File: config.mk
export PLATFORM = sky130hd
export DESIGN_NAME = bats_pitch_encoder
export DESIGN_NICKNAME = d
export VERILOG_FILES = /design/src/rtl/bats_pitch_pkg.sv /design/src/rtl/bats_pitch_byte_sel.sv /design/src/rtl/bats_pitch_encoder.sv
export SDC_FILE = /design/constraint.sdc
export NUM_CORES = 1
export LEC_CHECK = 0
export CAP_MARGIN = 0
export CORE_ASPECT_RATIO = 1.4
export CORE_MARGIN = 8
export CORE_UTILIZATION = 51
export CTS_CLUSTER_DIAMETER = 200
export DETAILED_ROUTE_END_ITERATION = 12
export HOLD_SLACK_MARGIN = 0.08
export PLACE_DENSITY = 0.91
export SLEW_MARGIN = 20
export SYNTH_ARGS = -nofsm -noshare
export SYNTH_HDL_FRONTEND = slang
export SYNTH_SLANG_ARGS = --single-unit
File: constraint.sdc
create_clock -name Clk40Derived2x1I0MHz -period 15.1 [get_ports Clk40Derived2x1I0MHz]
set_input_delay 1.51 -clock Clk40Derived2x1I0MHz [delete_from_list [all_inputs] [get_ports Clk40Derived2x1I0MHz]]
set_output_delay 1.51 -clock Clk40Derived2x1I0MHz [all_outputs]
set_load 0.01 [all_outputs]
File: src/rtl/bats_pitch_pkg.sv
// Shared BATS PITCH 2.x definitions: command codes, message types/lengths,
// encoder FSM state and the latched command field bundle.
package bats_pitch_pkg;

  // OrderBook command codes, identical to the parser's command outputs
  localparam logic [15:0] CMD_ADD     = 16'd1;
  localparam logic [15:0] CMD_EXECUTE = 16'd2;
  localparam logic [15:0] CMD_REDUCE  = 16'd3;
  localparam logic [15:0] CMD_DELETE  = 16'd4;

  localparam logic [7:0] MSG_ADD_ORDER_LONG   = 8'h21;
  localparam logic [7:0] MSG_ORDER_EXECUTED   = 8'h23;
  localparam logic [7:0] MSG_REDUCE_SIZE_LONG = 8'h25;
  localparam logic [7:0] MSG_DELETE_ORDER     = 8'h29;

  localparam logic [5:0] LEN_ADD_ORDER_LONG   = 6'd34;
  localparam logic [5:0] LEN_ORDER_EXECUTED   = 6'd26;
  localparam logic [5:0] LEN_REDUCE_SIZE_LONG = 6'd18;
  localparam logic [5:0] LEN_DELETE_ORDER     = 6'd14;

  localparam logic [5:0] HDR_LEN = 6'd8;

  typedef enum logic [1:0] {
    ST_IDLE   = 2'd0,
    ST_HEADER = 2'd1,
    ST_BODY   = 2'd2
  } enc_state_t;

  typedef struct packed {
    logic [31:0] time_offset;
    logic [63:0] order_id;
    logic [7:0]  side;
    logic [31:0] quantity;
    logic [63:0] symbol;
    logic [63:0] price;
    logic [31:0] executed_qty;
    logic [63:0] exec_id;
    logic [31:0] cancelled_qty;
  } cmd_fields_t;

  // A zero type byte marks an unsupported command code
  function automatic logic [7:0] msg_type_of(input logic [15:0] code);
    case (code)
      CMD_ADD:     return MSG_ADD_ORDER_LONG;
      CMD_EXECUTE: return MSG_ORDER_EXECUTED;
      CMD_REDUCE:  return MSG_REDUCE_SIZE_LONG;
      CMD_DELETE:  return MSG_DELETE_ORDER;
      default:     return 8'h00;
    endcase
  endfunction

  function automatic logic [5:0] msg_len_of(input logic [7:0] msg_type);
    case (msg_type)
      MSG_ADD_ORDER_LONG:   return LEN_ADD_ORDER_LONG;
      MSG_ORDER_EXECUTED:   return LEN_ORDER_EXECUTED;
      MSG_REDUCE_SIZE_LONG: return LEN_REDUCE_SIZE_LONG;
      MSG_DELETE_ORDER:     return LEN_DELETE_ORDER;
      default:              return 6'd0;
    endcase
  endfunction

endpackage

File: src/rtl/bats_pitch_byte_sel.sv
// Combinational byte map: picks the stream byte for the current header or
// message byte index out of the latched command fields.
module bats_pitch_byte_sel
  import bats_pitch_pkg::*;
#(
  parameter logic [7:0] UNIT = 8'd1
) (
  input  cmd_fields_t fields,
  input  logic [7:0]  msg_type,
  input  logic        in_header,
  input  logic [31:0] seq,
  input  logic [5:0]  idx,
  output logic [7:0]  byte_out
);

  logic [5:0]  msg_len;
  logic [15:0] unit_len;

  assign msg_len  = msg_len_of(msg_type);
  assign unit_len = {10'd0, msg_len} + {10'd0, HDR_LEN};

  // Little-endian byte i (only the low 3 bits of i matter) of a 64-bit value
  function automatic logic [7:0] le_byte(input logic [63:0] v, input logic [5:0] i);
    logic [63:0] s;
    s = v >> {i[2:0], 3'b000};
    return s[7:0];
  endfunction

  always_comb begin
    byte_out = 8'h00;
    if (in_header) begin
      case (idx)
        6'd0:    byte_out = unit_len[7:0];
        6'd1:    byte_out = unit_len[15:8];
        6'd2:    byte_out = 8'h01;
        6'd3:    byte_out = UNIT;
        default: byte_out = le_byte({32'h0, seq}, idx - 6'd4);
      endcase
    end else if (idx == 6'd0) begin
      byte_out = {2'b00, msg_len};
    end else if (idx == 6'd1) begin
      byte_out = msg_type;
    end else if (idx < 6'd6) begin
      byte_out = le_byte({32'h0, fields.time_offset}, idx - 6'd2);
    end else if (idx < 6'd14) begin
      byte_out = le_byte(fields.order_id, idx - 6'd6);
    end else begin
      case (msg_type)
        MSG_ADD_ORDER_LONG: begin
          if (idx == 6'd14)      byte_out = fields.side;
          else if (idx < 6'd19)  byte_out = le_byte({32'h0, fields.quantity}, idx - 6'd15);
          // symbol goes out most-significant character first
          else if (idx < 6'd25)  byte_out = le_byte(fields.symbol, 6'd26 - idx);
          else if (idx < 6'd33)  byte_out = le_byte(fields.price, idx - 6'd25);
          else                   byte_out = 8'h00;
        end
        MSG_ORDER_EXECUTED: begin
          if (idx < 6'd18)       byte_out = le_byte({32'h0, fields.executed_qty}, idx - 6'd14);
          else                   byte_out = le_byte(fields.exec_id, idx - 6'd18);
        end
        MSG_REDUCE_SIZE_LONG: begin
          byte_out = le_byte({32'h0, fields.cancelled_qty}, idx - 6'd14);
        end
        default: byte_out = 8'h00;
      endcase
    end
  end

endmodule

File: src/rtl/bats_pitch_encoder.sv
// BATS PITCH 2.x encoder: order-book commands in, one sequenced unit per command out.
// Define BATS_ENCODER_SEQ_HEADER_EN to emit the 8-byte unit header and keep the sequence register.
module bats_pitch_encoder
  import bats_pitch_pkg::*;
#(
  parameter logic [7:0]  UNIT     = 8'd1,
  parameter logic [31:0] SEQ_INIT = 32'd1
) (
  input  logic        Clk40Derived2x1I0MHz,
  input  logic        reset,
  // Handshakes: a transfer happens on a rising edge where valid and ready are
  // both high; the producer holds valid and payload until that edge.
  input  logic        cmd_valid,
  output logic        cmd_ready,
  input  logic [15:0] cmd_code,
  input  logic [31:0] time_offset,
  input  logic [63:0] order_id,
  input  logic [7:0]  side,
  input  logic [31:0] quantity,
  input  logic [63:0] symbol,
  input  logic [63:0] price,
  input  logic [31:0] executed_qty,
  input  logic [63:0] exec_id,
  input  logic [31:0] cancelled_qty,
  output logic [7:0]  data_out,
  output logic        data_valid_out,
  output logic        last_out,
  input  logic        out_ready,
  output logic        bad_cmd,
  output enc_state_t  dbg_state
);

  enc_state_t  state_q, state_d;
  logic [5:0]  idx_q, idx_d;
  cmd_fields_t fields_q;
  logic [7:0]  type_q;
  logic        bad_q;

  logic [7:0]  acc_type;
  logic        accept;
  logic        fire;
  logic        last_byte;
  logic [5:0]  body_last;
  logic        in_header;
  logic [31:0] seq_val;
  logic [7:0]  sel_byte;

  assign acc_type  = msg_type_of(cmd_code);
  assign accept    = cmd_valid && cmd_ready;
  assign fire      = data_valid_out && out_ready;
  assign body_last = msg_len_of(type_q) - 6'd1;
  assign last_byte = (state_q == ST_BODY) && (idx_q == body_last);

`ifdef BATS_ENCODER_SEQ_HEADER_EN
  logic [31:0] seq_q;

  // Advances only when a unit fully leaves; wraps naturally at 32 bits
  always_ff @(posedge Clk40Derived2x1I0MHz or posedge reset) begin
    if (reset) begin
      seq_q <= SEQ_INIT;
    end else if (fire && last_byte) begin
      seq_q <= seq_q + 32'd1;
    end
  end

  assign in_header = (state_q == ST_HEADER);
  assign seq_val   = seq_q;
`else
  assign in_header = 1'b0;
  assign seq_val   = SEQ_INIT;
`endif

  always_comb begin
    state_d = state_q;
    idx_d   = idx_q;
    case (state_q)
      ST_IDLE: begin
        if (accept && (acc_type != 8'h00)) begin
`ifdef BATS_ENCODER_SEQ_HEADER_EN
          state_d = ST_HEADER;
`else
          state_d = ST_BODY;
`endif
          idx_d = 6'd0;
        end
      end
      ST_HEADER: begin
        if (fire) begin
          if (idx_q == HDR_LEN - 6'd1) begin
            state_d = ST_BODY;
            idx_d   = 6'd0;
          end else begin
            idx_d = idx_q + 6'd1;
          end
        end
      end
      ST_BODY: begin
        if (fire) begin
          if (last_byte) begin
            state_d = ST_IDLE;
            idx_d   = 6'd0;
          end else begin
            idx_d = idx_q + 6'd1;
          end
        end
      end
      default: begin
        state_d = ST_IDLE;
        idx_d   = 6'd0;
      end
    endcase
  end

  always_ff @(posedge Clk40Derived2x1I0MHz or posedge reset) begin
    if (reset) begin
      state_q  <= ST_IDLE;
      idx_q    <= 6'd0;
      fields_q <= '0;
      type_q   <= 8'h00;
      bad_q    <= 1'b0;
    end else begin
      state_q <= state_d;
      idx_q   <= idx_d;
      bad_q   <= accept && (acc_type == 8'h00);
      if (accept && (acc_type != 8'h00)) begin
        type_q                 <= acc_type;
        fields_q.time_offset   <= time_offset;
        fields_q.order_id      <= order_id;
        fields_q.side          <= side;
        fields_q.quantity      <= quantity;
        fields_q.symbol        <= symbol;
        fields_q.price         <= price;
        fields_q.executed_qty  <= executed_qty;
        fields_q.exec_id       <= exec_id;
        fields_q.cancelled_qty <= cancelled_qty;
      end
    end
  end

  bats_pitch_byte_sel #(
    .UNIT (UNIT)
  ) u_byte_sel (
    .fields    (fields_q),
    .msg_type  (type_q),
    .in_header (in_header),
    .seq       (seq_val),
    .idx       (idx_q),
    .byte_out  (sel_byte)
  );

  // Outputs decode straight from registered state, so they hold while stalled
  assign cmd_ready      = (state_q == ST_IDLE) && !reset;
  assign data_valid_out = (state_q != ST_IDLE);
  assign data_out       = data_valid_out ? sel_byte : 8'h00;
  assign last_out       = last_byte;
  assign bad_cmd        = bad_q;
  assign dbg_state      = state_q;

endmodule
==> metrics.md <==
| Metric | Value |
|---|---|
| Outcome | `complete, no violations` |
| Crit Path Max Fanout | `56` |
| HP Start | `fields_q[73]` |
| Final nets | `about 2.1k` |
| Clk buf depth | `3` |
| Port buffer count | `about 420` |
| PD cells | `roughly 120 nW/um^2` |
| Ys flop type | `dfrtp_1` |
| Commonest non-fill, non-tap cell in the layout | `clkdlybuf4s50_1` |
| Max VDD drop | `between 0.0001 and 0.00015 V` |
| Worst slew margin | `26.98%` |
| Final HPWL DP | `41,550 microns` |
| Worst setup EP type | `output port` |
| Top routing layer used | `met5` |
| Synthesized instance count | `approximately 1.3k` |
| Period utilization | `around 41%` |
| Setup bufs post-CTS | `0` |
| Reg2Reg Setup Slack | `roughly 11,000 ps` |
| Chip Width | `179.7 microns` |
| ANT nets after route | `0` |
| Startpoint types | `flop` |
| Number of library cell types mapped by synthesis | `between 70 and 80` |
| Final Worst Setup Slack | `about 8900 ps` |
| Antenna violations before repair | `13` |
| Final setup fails | `0` |
| Vias in the first global route | `around 15k` |
| Register area share after synthesis | `between 50% and 60%` |
| WP data required | `between 10,000 and 15,000 ps` |
| Met3 WL | `2926 microns` |
| Final hold vios | `0` |
| FMAX | `roughly 160 MHz` |
| Critical R2R Launch | `dbg_state[1]` |
| Total GRT Usage | `between 20% and 30%` |
| Combinational Power Share | `27.5%` |
| Final min period | `about 6200 ps` |
| Post-Syn Nets | `about 1.7k` |
| Hold_buf cts | `0` |
| #FFs+latches synth | `just over 400` |
| Max Cap Violations | `0` |
| Area delta synth->final | `31.27%` |
| Clk root buf | `clkbuf_16` |
| RePlAce Congestion | `slightly below 0.9` |
| Core footprint | `between 30,000 and 40,000 sq um` |
| # fillers | `~2.5k` |
| WL met1 | `roughly 21,000 microns` |
| CTS resizes | `0` |
| Worst path arrival time | `roughly 4700 ps` |
| Residual DRC count | `0` |
| Clock power frac | `roughly a third` |
| Setup Crit Path Kind | `flop to output port` |
| Rows | `84` |
| Final clock skew | `21.62 ps` |
| Total Routed Length | `between 50,000 and 60,000 microns` |
| H-tree levels | `2` |
| Clock transition at path regs | `around 60 ps` |
| Sequential share of power | `37.6%` |
| Largest net degree at the start of global routing | `between 150 and 200` |
| WL met2 | `about 30,000 microns` |
| Hold Path End | `fields_q[73]` |
| Post-synth design cell area | `approximately 19,000 sq um` |
| Initial core utilization | `51.30%` |
| Async SR Flop Fraction | `100.0%` |
| Pins Over Slew Limit | `0` |
| Place WS | `roughly 9500 ps` |
| Grt ovf | `0` |
| RSZ-0062 raised after global routing | `false` |
| Area share of the largest cell type after synthesis | `a little over half` |
| Sw Pwr | `~0.94 mW` |
| CTS buffer count | `41` |
| Clk sink count | `around 400` |
| Post-route setup TNS | `0 ps` |
| Initial DRT Pass Iterations | `6` |
| Via count | `12.95k` |
| Via density | `~6` |
| Slew @ Worst Pin | `about 1100 ps` |
| Int Pwr | `2.105 mW` |
| Reg2reg path depth | `7` |
| Area leader, netlist | `dfrtp_1` |
| Avg WL per Cell | `around 25 microns` |
| DIE HEIGHT | `about 250 microns` |
| Leakage | `~12 nW` |
| Clock insertion delay at the later pin of the skew report | `about 550 ps` |
| Post-synth EDFFs | `0` |
| Ys Warns | `0` |
| Reg2Reg Capture Point | `fields_q[334]` |
| First-pass GRT wire length | `~84,000 microns` |
| Hold Path Stages | `1` |
| Sw frac | `30.90%` |
| Ports | `around 430` |
| Fraction of layout cells with a size suffix above 1 | `about 13%` |
| CTS tree | `yes` |
| Iter 0 DRT Violations | `914` |
| Die Area | `approximately 44,000 sq um` |
| Hold crit path type | `flop to flop` |
| Top post-synthesis cells by area | `dfrtp_1, mux2_1, mux4_2` |
| Most frequent cells in the layout | `clkdlybuf4s50_1, dfrtp_1, mux2_1, mux4_2, clkbuf_16` |
| Syn Area/Cell | `roughly 15 sq um` |
## area by class of cell
| class | count | area, sq um | share of cell area [%] |
|---|---|---|---|
| diodes | 11 | 27.53 | 0.1095 |
| clock buffers | 60 | 1210 | 4.815 |
| clock inverters | 14 | 206.4 | 0.8216 |
| inverters | 7 | 38.79 | 0.1544 |
| multi-input cells | 797 | 8532 | 33.95 |
| flip-flops and latches | 404 | 10120 | 40.26 |
| well taps | 473 | 591.8 | 2.355 |
| repair buffers | 440 | 4404 | 17.53 |
## power groups by stage
stage	registers, mW	logic [mW]	clock network, mW
after detailed placement	1.17	0.837	0
after global placement	1.17	0.824	0
after global routing	1.15	0.893	1.13
after CTS	1.15	0.839	1.09
after floorplan	1.12	0.571	0
final	1.15	0.837	1.06
## critical path: stages, from the launching register on
cell and delay [ps]:
dfrtp_4 790, inv_2 160, ha_2 350, buf_4 590
mux4_2 420, mux2_2 320, a221oi_1 400, o31ai_1 140
o211ai_1 180, o21ai_1 230, clkdlybuf4s50_1 530
## through the flow
stage	utilization [%]	total power [mW]	hold slack (ps)	instance area [sq um]	cells
6_report	67.35	3.046	484.7	25130	2206
5_1_grt	67.34	3.169	496.2	25130	2205
4_1_cts	67.17	3.071	489.6	25060	2194
3_5_place_dp	63.37	2.003	476.6	23640	2120
3_3_place_gp	63.37	1.989	467.4	23640	2120
2_1_floorplan	-	1.692	455.5	19140	1300
## sequential cells by signal, summed over array words and instances (netlist names)
register,cells
idx_q,6
dbg_state,1
type_q,4
bad_cmd,1
fields_q,392
## logic make-up after synthesis
kind of cell / count (synthesis) / share of synthesized area [%]
buffers and inverters: 99 / 2.628
adders and majority gates: 6 / 0.3791
other: 1 / 0.01959
DFF: 404 / 52.81
xor gates and xnor gates: 8 / 0.4053
AOI/OAI and AO/OA: 117 / 4.353
muxes: 521 / 35.28
and+or+nand+nor: 144 / 4.124
## metal layers
layer	global-route usage, %	vias to the layer above
met1	28.04	6628
met5	0	-
li1	-	5654
met3	4.883	139
met4	12.90	6
met2	44.38	522
## synthesized netlist by cell type (9+ instances only)
master,n
dfrtp_1,404
o21ai_0,13
nor2_1,23
mux2_2,40
mux4_2,78
nand2_1,40
clkbuf_1,15
o22ai_1,12
nor2b_1,9
o211ai_1,12
nor3_1,9
mux2_1,383
buf_2,63
a21oi_1,23
mux2i_1,18
nand3_1,19
## worst max path at each step
stage	to	slack [ps]	startpoint
after global routing	data_out[1]	8730	idx_q[0]
final	data_out[1]	8890	idx_q[0]
after floorplan	bad_cmd	2350	reset
after CTS	data_out[1]	8890	idx_q[0]
after global placement	data_out[1]	9540	idx_q[0]
after detailed placement	data_out[1]	9480	idx_q[0]
(Power assumes the default switching activity.)
==> edit, RTL diff (config.mk and constraints unchanged) <==
Add an input register stage for `time_offset`, cleared by the reset; this delays it by one clock. The other inputs are not delayed to match.
--- a/src/rtl/bats_pitch_encoder.sv
+++ b/src/rtl/bats_pitch_encoder.sv
@@ -31,2 +31,12 @@
 );
+
+  logic [31:0] time_offset_q;
+
+  always_ff @(posedge Clk40Derived2x1I0MHz or posedge reset) begin
+    if (reset) begin
+      time_offset_q <= '0;
+    end else begin
+      time_offset_q <= time_offset;
+    end
+  end
 
@@ -126,3 +136,3 @@
         type_q                 <= acc_type;
-        fields_q.time_offset   <= time_offset;
+        fields_q.time_offset   <= time_offset_q;
         fields_q.order_id      <= order_id;
Function: changed (Yosys sat finds a counterexample within 4 cycles, from zero or initial values and one cycle with reset high).
==> edit against the original RTL <==
Non-clock buffer count unchanged; first-iteration DRC count is 16% higher; cell area up 8.5%; area after synthesis rose by 12%; worst setup slack got worse by 0.54 ns; largest cell class unchanged; wire length rose by 9.3%; sequential cell count is 32 higher.
Power is not compared: it rests on default switching activity, and its combinational part moved more than twofold at a synthesized area within 25%.
==> edit: results (changes against the original RTL) <==
[cells_and_area]
final_util_pct=65.1  ; was 67.3%
multi_input_area_share_pct=35.9  ; was 34.0%
drive_above_1_share_pct=31.8  ; was 12.5%
fin_cells=2327  ; was 2206
clock_buffers=61  ; was 60
inv_count=8  ; was 7
nMultiInputCombCells=813  ; was 797
buf_share_pct=16.1  ; was 17.5%
top_regs=fields_q x392, time_offset_q x32, idx_q x6  ; was fields_q x392, idx_q x6, type_q x4
clock_cell_area_share_pct=5.29  ; was 5.64%
n_fill_cell=2901  ; was 2522
sh_seq_area_pct=40.0  ; was 40.3%
n_antenna_cell=10  ; was 11

[place]
placed_cell_area_um2=25800  ; was 23600 um2
place_ws_ns=8.86  ; was 9.48 ns
dp_hpwl_mm=45.0  ; was 41.6 mm
finalWeightedCongestion=0.914  ; was 0.892
post-place-cells=2243  ; was 2120

[power_and_ir_drop]
leakagePower_nw=13.2
switching_share_pct=20.9
combPwrFrac_pct=6.4

[global_route]
grt_pass1_wl_mm=92.5  ; was 84.4 mm
grt_use_met2_pct=41.0  ; was 44.4%
grt_usage_pct=24.6  ; was 24.9%
grt_start_max_net_pins=152  ; was 191
antenna_found_initial=9  ; was 13
gr-usage-met1_pct=29.7  ; was 28.0%
grt_pass1_vias=15092  ; was 14525
globalRouteMet3Util_pct=4.49  ; was 4.88%

[routing]
post_drt_wl_per_cell_um=26.2  ; was 25.3 um
dr.pass1.iters=6  ; unchanged
vias=13346  ; was 12949
drt-initial-drc-count=1062  ; was 914

[sta]
relSlewSlack_pct=17.1  ; was 27.0%
fin_skew_ns=0.0171  ; was 0.0216 ns

[logic_synthesis]
syn_area_per_cell_um2=15.9  ; was 14.7 um2
synth_ff_type=dfrtp_1  ; unchanged
ys_seq_area_share_pct=50.8  ; was 52.8%
synth_edf_count=0  ; unchanged
synthTopCellsByCount=436 x dfrtp_1, 326 x mux2_4, 73 x mux4_2  ; was 404 x dfrtp_1, 383 x mux2_1, 78 x mux4_2
synth_warnings=0  ; unchanged
ys_types=73  ; unchanged
ys_ff_latch=436  ; was 404
yosys-top-cells-area=dfrtp_1 51%, mux2_4 23%, mux4_2 7.7%  ; was dfrtp_1 53%, mux2_1 23%, mux4_2 9.2%
synth_fp_nets=1769  ; was 1717

[setup_path]
arrival_ns=5.24  ; was 4.70 ns
crit_fanout=39  ; was 56

[run_status]
outcome=finished, final reports clean  ; unchanged

[cts]
cts_made_buffers=42  ; was 41

[floorplan]
core_area_um2=41900  ; was 37300 um2

edit: cell types whose count changed after synthesis, sizes merged, moves of 6 or more:
| cell | before | now |
|---|---|---|
| nand2 | 40 | 54 |
| o2111ai | 6 | 0 |
| mux2 | 423 | 393 |
| buf | 77 | 83 |
| nor2b | 9 | 15 |
| dfrtp | 404 | 436 |
| mux2i | 18 | 31 |
edit: per-layer routing:
layer | share of wire (%) | vias up
li1 | - | 5791
met1 | 38 | 6780
met2 | 51 | 603
met3 | 6.1 | 172
met4 | 5.5 | 0
met5 | 0 | -
edit: kinds of logic (layout without fill, tap and decap cells):
family / after synthesis / after routing / share of synthesized area (%)
and+or+nand+nor: 182 / 182 / 4.44
buffers and inverters: 103 / 522 / 3.77
DFF: 436 / 436 / 50.8
adders and majority gates: 5 / 5 / 0.291
muxes: 508 / 508 / 36.7
xor gates and xnor gates: 6 / 6 / 0.332
other: 1 / 11 / 0.0175
AOI/OAI and AO/OA: 111 / 111 / 3.64
edit: worst paths after layout:
| check | cells after the start | endpoint | slack (ns) | start |
|---|---|---|---|---|
| worst max-delay path | 8 | data_out[3] | 8.35 | idx_q[0] |
| worst min-delay path | 1 | fields_q[369] | 0.48 | time_offset_q[9] |
| worst max register to register | 6 | fields_q[24] | 11.08 | dbg_state[1] |
| worst min register to register | 1 | fields_q[369] | 0.48 | time_offset_q[9] |
| max in group asynchronous | 4 | fields_q[0] | 11.42 | reset |
| min in group asynchronous | 2 | time_offset_q[15] | 1.52 | reset |
edit: worst max-delay path: stages, from the launching register on:
cell and delay (ns):
dfrtp_4 0.75, buf_4 0.66, ha_1 0.47, xor2_2 0.87
mux4_2 0.60, mux2i_1 0.28, o211ai_1 0.19, o2111a_1 0.34
clkdlybuf4s50_1 0.52
